### config.mk
export PLATFORM = sky130hd
export DESIGN_NAME = mem_arbiter_ctrl
export DESIGN_NICKNAME = d
export VERILOG_FILES = /design/src/rtl/mem_arbiter_ctrl.sv
export SDC_FILE = /design/constraint.sdc
export NUM_CORES = 1
export LEC_CHECK = 0
export CORE_MARGIN = 5
export CORE_UTILIZATION = 50
export DETAILED_ROUTE_END_ITERATION = 10
export GPL_ROUTABILITY_DRIVEN = 0
export PLACE_DENSITY = 0.81
export SYNTH_ARGS = -nofsm -noshare
export SYNTH_HDL_FRONTEND = slang
export SYNTH_SLANG_ARGS = --single-unit
### constraint.sdc
create_clock -name clk_in -period 2.9 [get_ports clk_in]
set_input_delay 0.435 -clock clk_in [delete_from_list [all_inputs] [get_ports clk_in]]
set_output_delay 0.435 -clock clk_in [all_outputs]
set_load 0.03 [all_outputs]
### src/rtl/mem_arbiter_ctrl.sv
// Arbiter and byte sequencer that shares the synchronous byte-wide RAM between
// instruction fetch (32-bit reads) and the load/store unit (1/2/4-byte accesses).
module mem_arbiter_ctrl #(
    parameter int ADDR_WIDTH = 17
) (
    input  logic                  clk_in,
    input  logic                  rstn_in,
    input  logic                  if_req_in,
    input  logic [31:0]           if_addr_in,
    output logic                  if_done_out,
    output logic [31:0]           if_data_out,
    input  logic                  lsu_req_in,
    input  logic                  lsu_wr_in,
    input  logic [1:0]            lsu_size_in,
    input  logic [31:0]           lsu_addr_in,
    input  logic [31:0]           lsu_wdata_in,
    output logic                  lsu_done_out,
    output logic [31:0]           lsu_rdata_out,
    output logic                  ram_en_out,
    output logic                  ram_r_nw_out,
    output logic [ADDR_WIDTH-1:0] ram_a_out,
    output logic [7:0]            ram_d_out,
    input  logic [7:0]            ram_q_in
);

    typedef enum logic [1:0] {
        IDLE,
        RD,
        WR,
        DONE
    } state_t;

    state_t                state_q, state_d;
    logic [2:0]            cnt_q, cnt_d;
    logic [2:0]            len_q, len_d;
    logic [ADDR_WIDTH-1:0] base_q, base_d;
    logic [31:0]           wdata_q, wdata_d;
    logic [31:0]           rbuf_q, rbuf_d;
    logic                  owner_lsu_q, owner_lsu_d;
    logic                  last_lsu_q, last_lsu_d;

    logic                  if_done_q, if_done_d;
    logic [31:0]           if_data_q, if_data_d;
    logic                  lsu_done_q, lsu_done_d;
    logic [31:0]           lsu_rdata_q, lsu_rdata_d;
    logic                  ram_en_q, ram_en_d;
    logic                  ram_r_nw_q, ram_r_nw_d;
    logic [ADDR_WIDTH-1:0] ram_a_q, ram_a_d;
    logic [7:0]            ram_d_q, ram_d_d;

    logic                  grant_lsu;
    logic [2:0]            lsu_len;
    logic [ADDR_WIDTH-1:0] next_addr;
    logic [1:0]            next_lane;
    logic [1:0]            cap_lane;
    logic                  unused_addr_bits;

    // On a tie the requester that did not win last time is served.
    assign grant_lsu = lsu_req_in && (!if_req_in || !last_lsu_q);
    assign lsu_len   = (lsu_size_in == 2'b00) ? 3'd1 :
                       (lsu_size_in == 2'b01) ? 3'd2 : 3'd4;
    assign next_addr = base_q + ADDR_WIDTH'(cnt_q) + ADDR_WIDTH'(1);
    assign next_lane = cnt_q[1:0] + 2'd1;
    // The byte captured now was addressed one cycle earlier.
    assign cap_lane  = cnt_q[1:0] - 2'd1;

    assign unused_addr_bits = ^{if_addr_in[31:ADDR_WIDTH], lsu_addr_in[31:ADDR_WIDTH]};

    always_comb begin
        state_d     = state_q;
        cnt_d       = cnt_q;
        len_d       = len_q;
        base_d      = base_q;
        wdata_d     = wdata_q;
        rbuf_d      = rbuf_q;
        owner_lsu_d = owner_lsu_q;
        last_lsu_d  = last_lsu_q;
        if_done_d   = 1'b0;
        if_data_d   = if_data_q;
        lsu_done_d  = 1'b0;
        lsu_rdata_d = lsu_rdata_q;
        ram_en_d    = 1'b0;
        ram_r_nw_d  = 1'b1;
        ram_a_d     = ram_a_q;
        ram_d_d     = ram_d_q;

        case (state_q)
            IDLE: begin
                if (if_req_in || lsu_req_in) begin
                    owner_lsu_d = grant_lsu;
                    last_lsu_d  = grant_lsu;
                    base_d      = grant_lsu ? lsu_addr_in[ADDR_WIDTH-1:0]
                                            : if_addr_in[ADDR_WIDTH-1:0];
                    len_d       = grant_lsu ? lsu_len : 3'd4;
                    wdata_d     = grant_lsu ? lsu_wdata_in : 32'h0;
                    rbuf_d      = 32'h0;
                    cnt_d       = 3'd0;
                    ram_en_d    = 1'b1;
                    ram_a_d     = base_d;
                    if (grant_lsu && lsu_wr_in) begin
                        state_d    = WR;
                        ram_r_nw_d = 1'b0;
                        ram_d_d    = lsu_wdata_in[7:0];
                    end else begin
                        state_d = RD;
                    end
                end
            end

            RD: begin
                if (cnt_q != 3'd0) begin
                    rbuf_d[{cap_lane, 3'b000} +: 8] = ram_q_in;
                end
                if (cnt_q == len_q) begin
                    state_d = DONE;
                    if (owner_lsu_q) begin
                        lsu_done_d  = 1'b1;
                        lsu_rdata_d = rbuf_d;
                    end else begin
                        if_done_d = 1'b1;
                        if_data_d = rbuf_d;
                    end
                end else begin
                    cnt_d = cnt_q + 3'd1;
                    if (cnt_d != len_q) begin
                        ram_en_d = 1'b1;
                        ram_a_d  = next_addr;
                    end
                end
            end

            WR: begin
                if (cnt_q + 3'd1 == len_q) begin
                    state_d    = DONE;
                    lsu_done_d = 1'b1;
                end else begin
                    cnt_d      = cnt_q + 3'd1;
                    ram_en_d   = 1'b1;
                    ram_r_nw_d = 1'b0;
                    ram_a_d    = next_addr;
                    ram_d_d    = wdata_q[{next_lane, 3'b000} +: 8];
                end
            end

            DONE: begin
                state_d = IDLE;
            end

            default: begin
                state_d = IDLE;
            end
        endcase
    end

    always_ff @(posedge clk_in or negedge rstn_in) begin
        if (!rstn_in) begin
            state_q     <= IDLE;
            cnt_q       <= 3'd0;
            len_q       <= 3'd0;
            base_q      <= '0;
            wdata_q     <= 32'h0;
            rbuf_q      <= 32'h0;
            owner_lsu_q <= 1'b0;
            last_lsu_q  <= 1'b0;
            if_done_q   <= 1'b0;
            if_data_q   <= 32'h0;
            lsu_done_q  <= 1'b0;
            lsu_rdata_q <= 32'h0;
            ram_en_q    <= 1'b0;
            ram_r_nw_q  <= 1'b1;
            ram_a_q     <= '0;
            ram_d_q     <= 8'h0;
        end else begin
            state_q     <= state_d;
            cnt_q       <= cnt_d;
            len_q       <= len_d;
            base_q      <= base_d;
            wdata_q     <= wdata_d;
            rbuf_q      <= rbuf_d;
            owner_lsu_q <= owner_lsu_d;
            last_lsu_q  <= last_lsu_d;
            if_done_q   <= if_done_d;
            if_data_q   <= if_data_d;
            lsu_done_q  <= lsu_done_d;
            lsu_rdata_q <= lsu_rdata_d;
            ram_en_q    <= ram_en_d;
            ram_r_nw_q  <= ram_r_nw_d;
            ram_a_q     <= ram_a_d;
            ram_d_q     <= ram_d_d;
        end
    end

    assign if_done_out   = if_done_q;
    assign if_data_out   = if_data_q;
    assign lsu_done_out  = lsu_done_q;
    assign lsu_rdata_out = lsu_rdata_q;
    assign ram_en_out    = ram_en_q;
    assign ram_r_nw_out  = ram_r_nw_q;
    assign ram_a_out     = ram_a_q;
    assign ram_d_out     = ram_d_q;

endmodule

=== Word level (Yosys, flattened, before mapping) ===
Cells that the tools add are included.

* Bits in registers: 183
* Input bits: 111
* Output and inout bits: 93
* Logic and storage cells: 101

* Add/subtract/negate cells: 6
* Equal/unequal tests: 14
* Shift-type cells: 3
* Muxes and demuxes: 42
* Bitwise logic cells: 1
* Reductions and logical operators: 20

{| class="wikitable"
|+ Operators by type and width
! cell !! number
|-
| 2-to-1 mux 32 bit || 3
|-
| 2-to-1 mux 17 bit || 5
|-
| case mux 32 bit (2 select lines) || 1
|-
| case mux 17 bit (3 select lines) || 1
|-
| bitwise mux 32 bit || 1
|-
| variable shift 8 x 7 -> 32 bit (first input constant) || 1
|-
| variable part select 32 x 6 -> 8 bit || 1
|-
| variable part select 8 x 7 -> 32 bit || 1
|-
| 2-to-1 mux 8 bit || 3
|-
| 2-to-1 mux 3 bit || 6
|-
| adder 17 x 1 -> 17 bit (second input constant) || 1
|-
| adder 17 x 3 -> 17 bit || 1
|-
| case mux 8 bit (2 select lines) || 1
|-
| != test 2 bit (second input constant) || 7
|-
| 2-to-1 mux 1 bit || 12
|-
| case mux 3 bit (3 select lines) || 1
|-
| AND reduction 3 bit || 3
|-
| 2-to-1 mux 2 bit || 4
|-
| case mux 2 bit (4 select lines) || 1
|-
| AND reduction 4 bit || 2
|-
| negator 5 -> 7 bit || 1
|-
| equality test 3 bit || 2
|-
| nonzero test 3 bit || 2
|-
| AND reduction 5 bit || 1
|-
| other kinds (15) || 24
|}

=== Longest topological paths before layout ===
* Depth after elaboration: 7
* Gate-level depth with buffers: 11
* Gate-level depth less buffers: 8

=== Least setup slack after synthesis ===
No wires, ideal clock.

* Path kind: register to register
* Start: register cnt_q[0]
* End: register ram_d_q[0], in the netlist ram_d_out[0]
* Library setup time: 0.125 ns
* Data arrival time: 2.533 ns
* Data required time: 2.775 ns
* Path slack: 0.242 ns
* Stages on the path, launching flop included: 9
* Buffers on the path: 3
* Period minus slack after synthesis: 2.658 ns
* Cell sequence: dfrtp_1 -> buf_2 -> buf_2 -> inv_1 -> ha_1 -> clkbuf_1 -> mux4_2 -> mux2_2 -> mux2_2

* Word-level cells in the longest chain between the ends: 4
* Elaborated cells between the ends (all ways): 8
* Those cells by class: add/sub (2); eq/ne (2); shift (1); mux (2); reduce/logical (1)

{| class="wikitable"
|+ Ends and longest elaborated chain
! element !! RTL line !! text
|-
| start, declared || 34 || <nowiki>logic [2:0] cnt_q, cnt_d;</nowiki>
|-
| start signal, assigned || 175 || <nowiki>cnt_q <= cnt_d;</nowiki>
|-
| adder 2 x 1 -> 2 bit or adder 3 x 1 -> 3 bit (tied branches) || 63, 133 ||
|-
| variable part select 32 x 6 -> 8 bit or equality test 3 bit (tied branches) || 141, 133 ||
|-
| 2-to-1 mux 8 bit or != test 2 bit (tied branches) || -- ||
|-
| case mux 8 bit (2 select lines) or AND reduction 4 bit (tied branches) || -- ||
|-
| end signal, assigned || 189 || <nowiki>ram_d_q <= ram_d_d;</nowiki>
|-
| end, declared || 49 || <nowiki>logic [7:0] ram_d_q, ram_d_d;</nowiki>
|}

Parallel ways exist; a longest one is shown, timed or not. The select of a mux whose other input is x is not followed.
A chain may end at the register's enable or synchronous reset.

=== Worst setup path in the final report ===
* Start: register cnt_q[1]
* End: register ram_a_q[5], in the netlist ram_a_out[5]

* Word-level cells in the longest chain between the ends: 5
* Elaborated cells between the ends (all ways): 14
* Those cells by class: add/sub (3); eq/ne (6); mux (4); reduce/logical (1)

{| class="wikitable"
|+ Ends and longest elaborated chain
! element !! RTL line !! text
|-
| adder 17 x 3 -> 17 bit || 62 || <nowiki>assign next_addr = base_q + ADDR_WIDTH'(cnt_q) + ADDR_WIDTH'(1);</nowiki>
|-
| adder 17 x 1 -> 17 bit || 62 ||
|-
| 2-to-1 mux 17 bit || 125 || <nowiki>if (cnt_d != len_q) begin</nowiki>
|-
| 2-to-1 mux 17 bit || 114 || <nowiki>if (cnt_q == len_q) begin</nowiki>
|-
| case mux 17 bit (3 select lines) || 87 || <nowiki>case (state_q)</nowiki>
|-
| end signal, assigned || 188 || <nowiki>ram_a_q <= ram_a_d;</nowiki>
|-
| end, declared || 48 || <nowiki>logic [ADDR_WIDTH-1:0] ram_a_q, ram_a_d;</nowiki>
|}

Parallel ways exist; a longest one is shown, timed or not. The select of a mux whose other input is x is not followed.

==> impl_metrics.yaml <==
place:
  io_buffers: 173
  pre_cts_slack_ns: 0.214
  dp_hpwl_um: 14900
floorplanning:
  start_util: 0.504
  dieArea_um2: 19900
  fp.dieH_um: 141
  core_um2: 17100
  die_x_um: 141
  row_count: 48
  io-pin-count: 204
worst_setup_path:
  cp_max_fo: 13
  worstSetupEndpointType: "flop"
  required_ns: 3.24
  slowest_delay_ns: 0.52
  worstSetupPathType: "flop to flop"
  critPathLaunchType: "flop"
  path_cells: "inv_1 > ha_1 > xor2_2 > nor4b_4 > o22a_1 > buf_4 > mux2i_1"
  cp.arrival_ns: 3.05
  crit_path_top_delay_cell: "dfrtp_1"
power:
  p_per_area_nw_per_um2: 1160
  p_clk_frac: 0.188
  switching_share: 0.394
  irDropWorstVdd_v: 0.000527
  p_total_w: 0.0131
  p_int_w: 0.00795
  p_leak_nw: 5.01
  pwr-share-seq: 0.320
  power_frac_comb: 0.492
  p_switching_w: 0.00517
sta:
  layout_setup_ws_ns: 0.192
  tns_ns: 0
  min_period_over_period: 0.934
  max_freq_mhz: 369
  finalCriticalPeriod_ns: 2.71
  finalSetupViolations: 0
  worst_pin_slew_ns: 0.764
  rsz0062_at_grt: "false"
  skew_ns: 0.00602
  relSlewSlack: 0.487
  slew_viol_final: 0
  hold_viol: 0
routing:
  drc_errors: 0
  wl_met2_um: 10500
  met3_length_um: 1140
  dr.pass1.iters: 5
  drt_iter0_markers: 426
  routedWlPerCell_um: 19.3
  vias_per_cell: 5.78
  met1_length_um: 9020
  drtAntennaViolNets: 0
  vias: 6323
  top_layer: "met5"
  wirelength_um: 21100
synthesis:
  async_reset_ff_frac: 1.00
  synth_seq_cells: 183
  synthTopCellsByArea: "dfrtp_1 (53%), mux2_2 (13%), a22o_1 (7.5%)"
  yosysMostFrequentCell: "dfrtp_1"
  synthTopCellsByCount: "dfrtp_1 (182), mux2_2 (99), a22o_1 (74)"
  synth_edf_count: 0
  synthFlopType: "dfrtp_1"
  synth_cell_types: 58
  synth.top_cell.area_share: 0.530
  yosysTopAreaCell: "dfrtp_1"
  ys.warnings.count: 0
  synth-seq-area-share: 0.533
  synth_cells: 678
  netlist_area_um2: 8590
  synthesis.nets: 803
  avgSynthCellArea_um2: 12.7
clock_tree:
  cts_tree: "built"
  cts.clk_slew.worst_paths_ns: 0.06
  cts.sink_count: 183
  clkLatencyLatePin_ns: 0.42
  clockBufferDepth: 2
  numCtsBuffers: 17
  cts.htree.levels: 4
  root_buffer: "clkbuf_16"
outcome:
  status: "finished, final reports clean"
cells_and_area:
  regArea_um2: 4580
  areaGrowthSynthToFinish_pct: 31.7
  num_antenna_cells: 0
  drive_above_1_share: 0.204
  multi_input_area_um2: 3770
  nNetsFinal: 981
  nFillCells: 1306
grt:
  grt_pass1_wl_um: 34600
  grt_pass1_vias: 6536
  grt_use_total: 0.218
  grt_antenna_before_repair: 1
  grt_overflow: 0
  grt_max_degree: 61
job:
  drv_cap: 0
hold_path:
  hp-class: "flop to flop"
-- logic make-up (layout without fill, tap and decap cells) --
family	Yosys count	count (layout)	share of synthesized area
DFF	183	183	0.533
AOI/OAI and AO/OA	167	167	0.156
muxes	130	130	0.178
and+or+nand+nor	116	116	0.0714
buffers and inverters	62	252	0.0313
adders and majority gates	14	14	0.0213
xor gates and xnor gates	6	6	0.00874
-- registers in the layout, indices dropped and copies added (netlist names), 2 cells and up --
| name | count |
|---|---|
| base_q | 17 |
| cnt_q | 3 |
| if_data_out | 32 |
| len_q | 3 |
| lsu_rdata_out | 32 |
| ram_a_out | 17 |
| ram_d_out | 8 |
| rbuf_q | 32 |
| state_q | 2 |
| wdata_q | 32 |
-- cell type report --
| class | instances | share of cell area |
|---|---|---|
| Tap cell | 225 | 0.0249 |
| Timing Repair Buffer | 204 | 0.175 |
| Clock buffer | 21 | 0.0407 |
| Inverter | 17 | 0.00564 |
| Multi-Input combinational cell | 433 | 0.334 |
| Clock inverter | 10 | 0.0149 |
| Sequential cell | 183 | 0.405 |
-- power by group through the flow --
stage	sequential, W	combinational, W	clock, W
after floorplan	0.00507	0.00336	0
after global placement	0.00420	0.00630	0
after detailed placement	0.00422	0.00645	0
after CTS	0.00420	0.00648	0.00250
after global routing	0.00434	0.00697	0.00261
final	0.00420	0.00646	0.00246
-- what timing repair did --
| item | 4_1_cts | 5_1_grt |
|---|---|---|
| endpoints found under the hold margin | 21 | 0 |
| setup buffers | 0 | 0 |
| hold buffers | 1 | 0 |
| setup endpoints to repair | 0 | 1 |
| resized for setup | 0 | 1 |
-- metal layers --
metal / up-vias / track usage
li1: 2922 / -
met1: 3171 / 0.285
met2: 200 / 0.363
met3: 28 / 0.0482
met4: 2 / 0.0699
met5: - / 0
-- critical path: cells and delay by family, from the launching register on --
family	cells	cell delay (ns)
xor gates and xnor gates	1	0.25
muxes	1	0.22
AOI/OAI and AO/OA	1	0.36
buffers and inverters	2	0.42
and+or+nand+nor	1	0.42
DFF	1	0.52
adders and majority gates	1	0.43
-- metrics by stage --
| step | cells | utilization | hold WS [ns] | instance area, µm² |
|---|---|---|---|---|
| after CTS | 1093 | 0.663 | 0.493 | 11300 |
| final | 1093 | 0.663 | 0.489 | 11300 |
| after global placement | 1061 | 0.625 | 0.440 | 10700 |
| after global routing | 1093 | 0.663 | 0.509 | 11300 |
| after floorplan | 678 | - | 0.139 | 8590 |
| after detailed placement | 1061 | 0.625 | 0.446 | 10700 |
-- path summary, 6_finish.rpt --
check | startpoint | endpoint | slack [ns] | cells past startpoint
min reg2reg | base_q[0] | base_q[0] | 0.49 | 2
min in group asynchronous | rstn_in | rbuf_q[8] | 0.55 | 2
min | base_q[0] | base_q[0] | 0.49 | 2
max | cnt_q[1] | ram_a_out[5] | 0.19 | 7
max reg2reg | cnt_q[1] | ram_a_out[5] | 0.19 | 7
max in group asynchronous | rstn_in | ram_d_out[0] | 1.55 | 3
-- placed cells by master, fill, tap and decap left out, drive strengths merged, types with 2 or more instances in the layout --
| master | netlist | final |
|---|---|---|
| xor2 | 2 | 2 |
| ha | 13 | 13 |
| o221ai | 12 | 12 |
| nand4 | 5 | 5 |
| a21o | 3 | 3 |
| nand3 | 6 | 6 |
| and2 | 11 | 11 |
| bufinv | 0 | 4 |
| or3 | 2 | 2 |
| mux4 | 8 | 8 |
| nand2b | 14 | 14 |
| nor3 | 10 | 10 |
| buf | 16 | 31 |
| a21oi | 10 | 10 |
| mux2 | 101 | 101 |
| a22o | 74 | 74 |
| o21ai | 18 | 18 |
| clkinvlp | 0 | 3 |
| clkinv | 1 | 2 |
| and3 | 6 | 6 |
| nand2 | 35 | 35 |
| nor3b | 4 | 4 |
| dfrtp | 182 | 182 |
| a211oi | 3 | 3 |
| o31ai | 8 | 8 |
| o2bb2ai | 8 | 8 |
| o22ai | 3 | 3 |
| nor2 | 15 | 15 |
| mux2i | 21 | 21 |
| inv | 16 | 18 |
| a211o | 3 | 3 |
| a32o | 7 | 7 |
| a311oi | 2 | 2 |
| nor4 | 3 | 3 |
| clkdlybuf4s50 | 0 | 172 |
| clkbuf | 29 | 21 |
| xnor2 | 3 | 3 |
| o41ai | 7 | 7 |
No activity file was read; power rests on OpenSTA's default activity.
